==> config.mk <==
export PLATFORM = sky130hd
export DESIGN_NAME = spm_ctrl
export DESIGN_NICKNAME = d
export VERILOG_FILES = /design/src/rtl/spm_ctrl.sv
export SDC_FILE = /design/constraint.sdc
export NUM_CORES = 1
export LEC_CHECK = 0
export BUFFER_PORTS_ARGS = -buffer_cell sky130_fd_sc_hd__buf_4
export CAP_MARGIN = 20
export CORE_MARGIN = 3
export CORE_UTILIZATION = 25
export CTS_CLUSTER_SIZE = 20
export DETAILED_ROUTE_END_ITERATION = 6
export PLACE_DENSITY_LB_ADDON = 0.05
export SLEW_MARGIN = 5
export SYNTH_ARGS = -nofsm -noshare
export SYNTH_HDL_FRONTEND = slang
export SYNTH_SLANG_ARGS = --single-unit
==> constraint.sdc <==
create_clock -name clk -period 2.55 [get_ports clk]
set_clock_uncertainty 0.05 [all_clocks]
set_input_delay 0.255 -clock clk [delete_from_list [all_inputs] [get_ports clk]]
set_output_delay 0.255 -clock clk [all_outputs]
set_load 0.005 [all_outputs]
==> src/rtl/spm_ctrl.sv <==
// spm_ctrl: sequencer for a serial-parallel multiplier.
// Accepts a signed operand pair, streams the multiplier LSB first and
// reassembles the 2*size-bit signed product from the serial result.
//
// Ports:
//   clk, rst                  clock, synchronous active-low reset
//   in_valid/in_ready         operand handshake (x_in, y_in)
//   spm_rst, spm_x, spm_y     drive to the serial multiplier
//   spm_p                     serial product bit back from the multiplier
//   prod, out_valid/out_ready result handshake
module spm_ctrl #(
  parameter int size = 32
) (
  input  logic                clk,
  input  logic                rst,
  input  logic                in_valid,
  output logic                in_ready,
  input  logic [size-1:0]     x_in,
  input  logic [size-1:0]     y_in,
  output logic                spm_rst,
  output logic [size-1:0]     spm_x,
  output logic                spm_y,
  input  logic                spm_p,
  output logic [2*size-1:0]   prod,
  output logic                out_valid,
  input  logic                out_ready
);

  localparam int CW = $clog2(2*size+1);
  localparam logic [CW-1:0] LAST = CW'(2*size);
  localparam logic [CW-1:0] YTOP = CW'(size);

  typedef enum logic [1:0] {
    IDLE,
    SHIFT,
    DONE
  } state_t;

  state_t              state_q, state_d;
  logic [CW-1:0]       cnt_q, cnt_d;
  logic [size-1:0]     xreg_q, xreg_d;
  logic [size-1:0]     yreg_q, yreg_d;
  logic [2*size-1:0]   prod_q, prod_d;
  logic [size-1:0]     y_shift;

  assign in_ready  = (state_q == IDLE);
  assign out_valid = (state_q == DONE);
  assign spm_rst   = (state_q == IDLE);
  assign spm_x     = xreg_q;
  assign prod      = prod_q;

  // Beyond the top operand bit the multiplier keeps seeing the sign bit.
  assign y_shift = yreg_q >> cnt_q;
  assign spm_y   = (cnt_q < YTOP) ? y_shift[0] : yreg_q[size-1];

  always_comb begin
    state_d = state_q;
    cnt_d   = cnt_q;
    xreg_d  = xreg_q;
    yreg_d  = yreg_q;
    prod_d  = prod_q;
    unique case (state_q)
      IDLE: begin
        if (in_valid) begin
          xreg_d  = x_in;
          yreg_d  = y_in;
          cnt_d   = '0;
          prod_d  = '0;
          state_d = SHIFT;
        end
      end
      SHIFT: begin
        // The multiplier output is registered: bit c arrives at cnt c+1.
        if (cnt_q != '0) begin
          prod_d = {spm_p, prod_q[2*size-1:1]};
        end
        if (cnt_q == LAST) begin
          state_d = DONE;
        end else begin
          cnt_d = cnt_q + CW'(1);
        end
      end
      DONE: begin
        if (out_ready) begin
          state_d = IDLE;
        end
      end
      default: state_d = IDLE;
    endcase
  end

  always_ff @(posedge clk) begin
    if (!rst) begin
      state_q <= IDLE;
      cnt_q   <= '0;
      xreg_q  <= '0;
      yreg_q  <= '0;
      prod_q  <= '0;
    end else begin
      state_q <= state_d;
      cnt_q   <= cnt_d;
      xreg_q  <= xreg_d;
      yreg_q  <= yreg_d;
      prod_q  <= prod_d;
    end
  end

endmodule

==> impl_metrics.env <==
export IMPL_status="completed"
export IMPL_path_clk_slew_ps=60
export IMPL_hold_violations=0
export IMPL_irDropWorstVdd_mv=0.303
export IMPL_setup_slack_ps=129
export IMPL_num_rows=55
export IMPL_grt_max_degree=69
export IMPL_drt_iter0_drc=255
export IMPL_ys_warn_count=0
export IMPL_required_ps=2250
export IMPL_grt_setup_unrepaired="no"
export IMPL_grt_pass1_wl_um=26400
export IMPL_start_kind="flip-flop"
export IMPL_end_kind="primary output"
export IMPL_path_class="reg -> out"
export IMPL_cts_sinks=137
export IMPL_hp_class="in -> reg"
export IMPL_dieArea_um2=25400
export IMPL_finalSetupViolations=0
export IMPL_worstMarginPinSlew_ps=725
export IMPL_numCtsBuffers=17
export IMPL_wl_per_cell_um=14.5
export IMPL_drive_gt1_frac=0.354
export IMPL_finalMaxSlewViolations=0
export IMPL_critical_path_slowest_cell="mux4_2"
export IMPL_postPlaceCellArea_um2=7370
export IMPL_yosysSeqAreaShare=0.467
export IMPL_grt_pass1_vias=4919
export IMPL_max_cap_viol_count=0
export IMPL_r2r_cells=8
export IMPL_hold_slack_ps=39.4
export IMPL_insertion_delay_ps=410
export IMPL_coreArea_um2=22800
export IMPL_die_y_um=159
export IMPL_antenna_found_initial=0
export IMPL_leakagePower_nw=3.07
export IMPL_htreeDepth=4
export IMPL_ios=169
export IMPL_syn_inst=649
export IMPL_dp_hpwl_um=10800
export IMPL_pre_cts_ws_ps=414
export IMPL_drc_errors=0
export IMPL_post_cts_buffers=0
export IMPL_power_density_nw_per_um2=676
export IMPL_routed_wl_um=16300
export IMPL_finalNetCount=863
export IMPL_mostFrequentLayoutCells="nand2_1 (200), buf_4 (173), dfxtp_1 (135)"
export IMPL_drt_pass1_iter_count=4
export IMPL_clockRootBuffer="clkbuf_16"
export IMPL_clock_path_buffers=2
export IMPL_ys_types=43
export IMPL_fin_area_um2=8000
export IMPL_globalplace_congestion=0.713
export IMPL_syn_nets=720
export IMPL_start_util=0.257
export IMPL_ys_ff_latch=137
export IMPL_cp_max_fo=6
export IMPL_fin_crit_sh=0.949
export IMPL_ant_nets=0
export IMPL_mostFrequentLayoutCell="nand2_1"
export IMPL_gr_usage_all_layers=0.127
export IMPL_slew_limit_headroom=0.516
export IMPL_total_power_mw=5.41
export IMPL_setup_tns_ps=0
export IMPL_overflow=0
export IMPL_crit_arrival_ps=2120
export IMPL_fmax_mhz=413
export IMPL_synth_area_per_cell_um2=9.05
export IMPL_syn_area_um2=5870
export IMPL_final_min_clock_period_ps=2420
export IMPL_via_count=4949
export IMPL_max_stage_delay_ps=520
export IMPL_die_w_um=159
export IMPL_avgViaCountPerCell=4.43
export IMPL_hold_path_cell_count=3
export IMPL_path_cells="mux4_2 > a311o_1 > o22ai_1 > a41oi_1 > buf_4"
export IMPL_area_delta_synth_final_pct=36.1
export IMPL_io_buffers=168
export IMPL_tritoncts="yes"
## state kept, by name, summed over array words and instances (netlist names)
signal	flops
cnt_q	7
prod	64
spm_x	32
state_q	2
yreg_q	32
## Yosys cell counts
master | number | share of area
nand2_1 | 201 | 0.13
dfxtp_1 | 137 | 0.47
nand3_1 | 64 | 0.055
a21boi_2 | 60 | 0.12
a21boi_1 | 44 | 0.056
a21boi_0 | 24 | 0.031
clkbuf_1 | 21 | 0.013
buf_2 | 20 | 0.017
nor2_1 | 12 | 0.0077
buf_8 | 6 | 0.015
mux4_2 | 6 | 0.023
nor2b_1 | 5 | 0.0053
buf_4 | 4 | 0.0051
inv_1 | 4 | 0.0026
xnor2_1 | 4 | 0.0060
buf_1 | 3 | 0.0019
mux2i_1 | 3 | 0.0051
a41oi_1 | 2 | 0.0030
ha_1 | 2 | 0.0043
nand4_1 | 2 | 0.0021
o21ai_1 | 2 | 0.0017
xor2_1 | 2 | 0.0030
a2111oi_0 | 1 | 0.0015
a21o_1 | 1 | 0.0013
a21oi_1 | 1 | 0.00085
a21oi_4 | 1 | 0.0028
a2bb2oi_1 | 1 | 0.0015
a311o_1 | 1 | 0.0017
a311oi_1 | 1 | 0.0015
and3_1 | 1 | 0.0011
nand2_2 | 1 | 0.0011
nand2b_1 | 1 | 0.0011
nand3_2 | 1 | 0.0017
nor2_2 | 1 | 0.0011
nor3_1 | 1 | 0.00085
nor3_4 | 1 | 0.0028
nor3b_4 | 1 | 0.0032
nor4b_1 | 1 | 0.0015
o2111a_1 | 1 | 0.0019
o21a_1 | 1 | 0.0013
o21ai_0 | 1 | 0.00085
o22ai_1 | 1 | 0.0011
o31ai_1 | 1 | 0.0013
## through the flow
stage	std cells	utilization
2_1_floorplan	649	-
3_3_place_gp	1086	0.322
3_5_place_dp	1086	0.322
4_1_cts	1117	0.350
5_1_grt	1117	0.350
6_report	1118	0.350
## routing by layer
metal,part of all wire,GRT usage,vias up
met3,0.054,0.0356,11
li1,-,-,2473
met1,0.48,0.166,2341
met5,0,0,-
met4,0.012,0.0434,0
met2,0.45,0.204,124
## layout make-up
| type | count | area (µm²) |
|---|---|---|
| fill | 2420 | 14800 |
| multi-input combinational | 454 | 2820 |
| sequential | 137 | 2750 |
| timing repair buffer | 178 | 1400 |
| clock buffer | 20 | 457 |
| tap | 313 | 392 |
| clock inverter | 11 | 170 |
| inverter | 4 | 15.0 |
| antenna | 1 | 2.50 |
## where the power goes
group | internal (mW) | switching [mW]
combinational | 0.239 | 0.276
sequential | 2.21 | 0.0429
clock | 1.69 | 0.957
## worst max-delay path, delay by kind of cell, from the launching register on
family,cells,cell delay (ps)
AO/OA/AOI/OAI,3,580
buffers and inverters,1,180
flip-flops,1,420
multiplexers,1,520
## repair_timing
item,CTS,global route
cloned,0,0
endpoints found under the setup margin,1,1
hold buffers,0,0
gates resized for setup,1,1
## logic make-up after synthesis
| family | synth area share |
|---|---|
| muxes | 0.0281 |
| adders and majority gates | 0.00426 |
| buffers and inverters | 0.0554 |
| DFF | 0.467 |
| xor gates and xnor gates | 0.00895 |
| and+or+nand+nor | 0.212 |
| AOI/OAI and AO/OA | 0.224 |
## worst paths after layout
| kind | startpoint | end | slack, ps |
|---|---|---|---|
| hold / removal | y_in[22] | yreg_q[22]$_SDFFE_PN0P_ | 40 |
| hold reg to reg | spm_x[29]$_SDFFE_PN0P_ | spm_x[29]$_SDFFE_PN0P_ | 400 |
| setup reg to reg | cnt_q[0]$_SDFFE_PN0P_ | prod[41]$_SDFFE_PN0P_ | 620 |
| setup / recovery | cnt_q[0]$_SDFFE_PN0P_ | spm_y | 130 |
No activity file was read; power rests on OpenSTA's default activity.
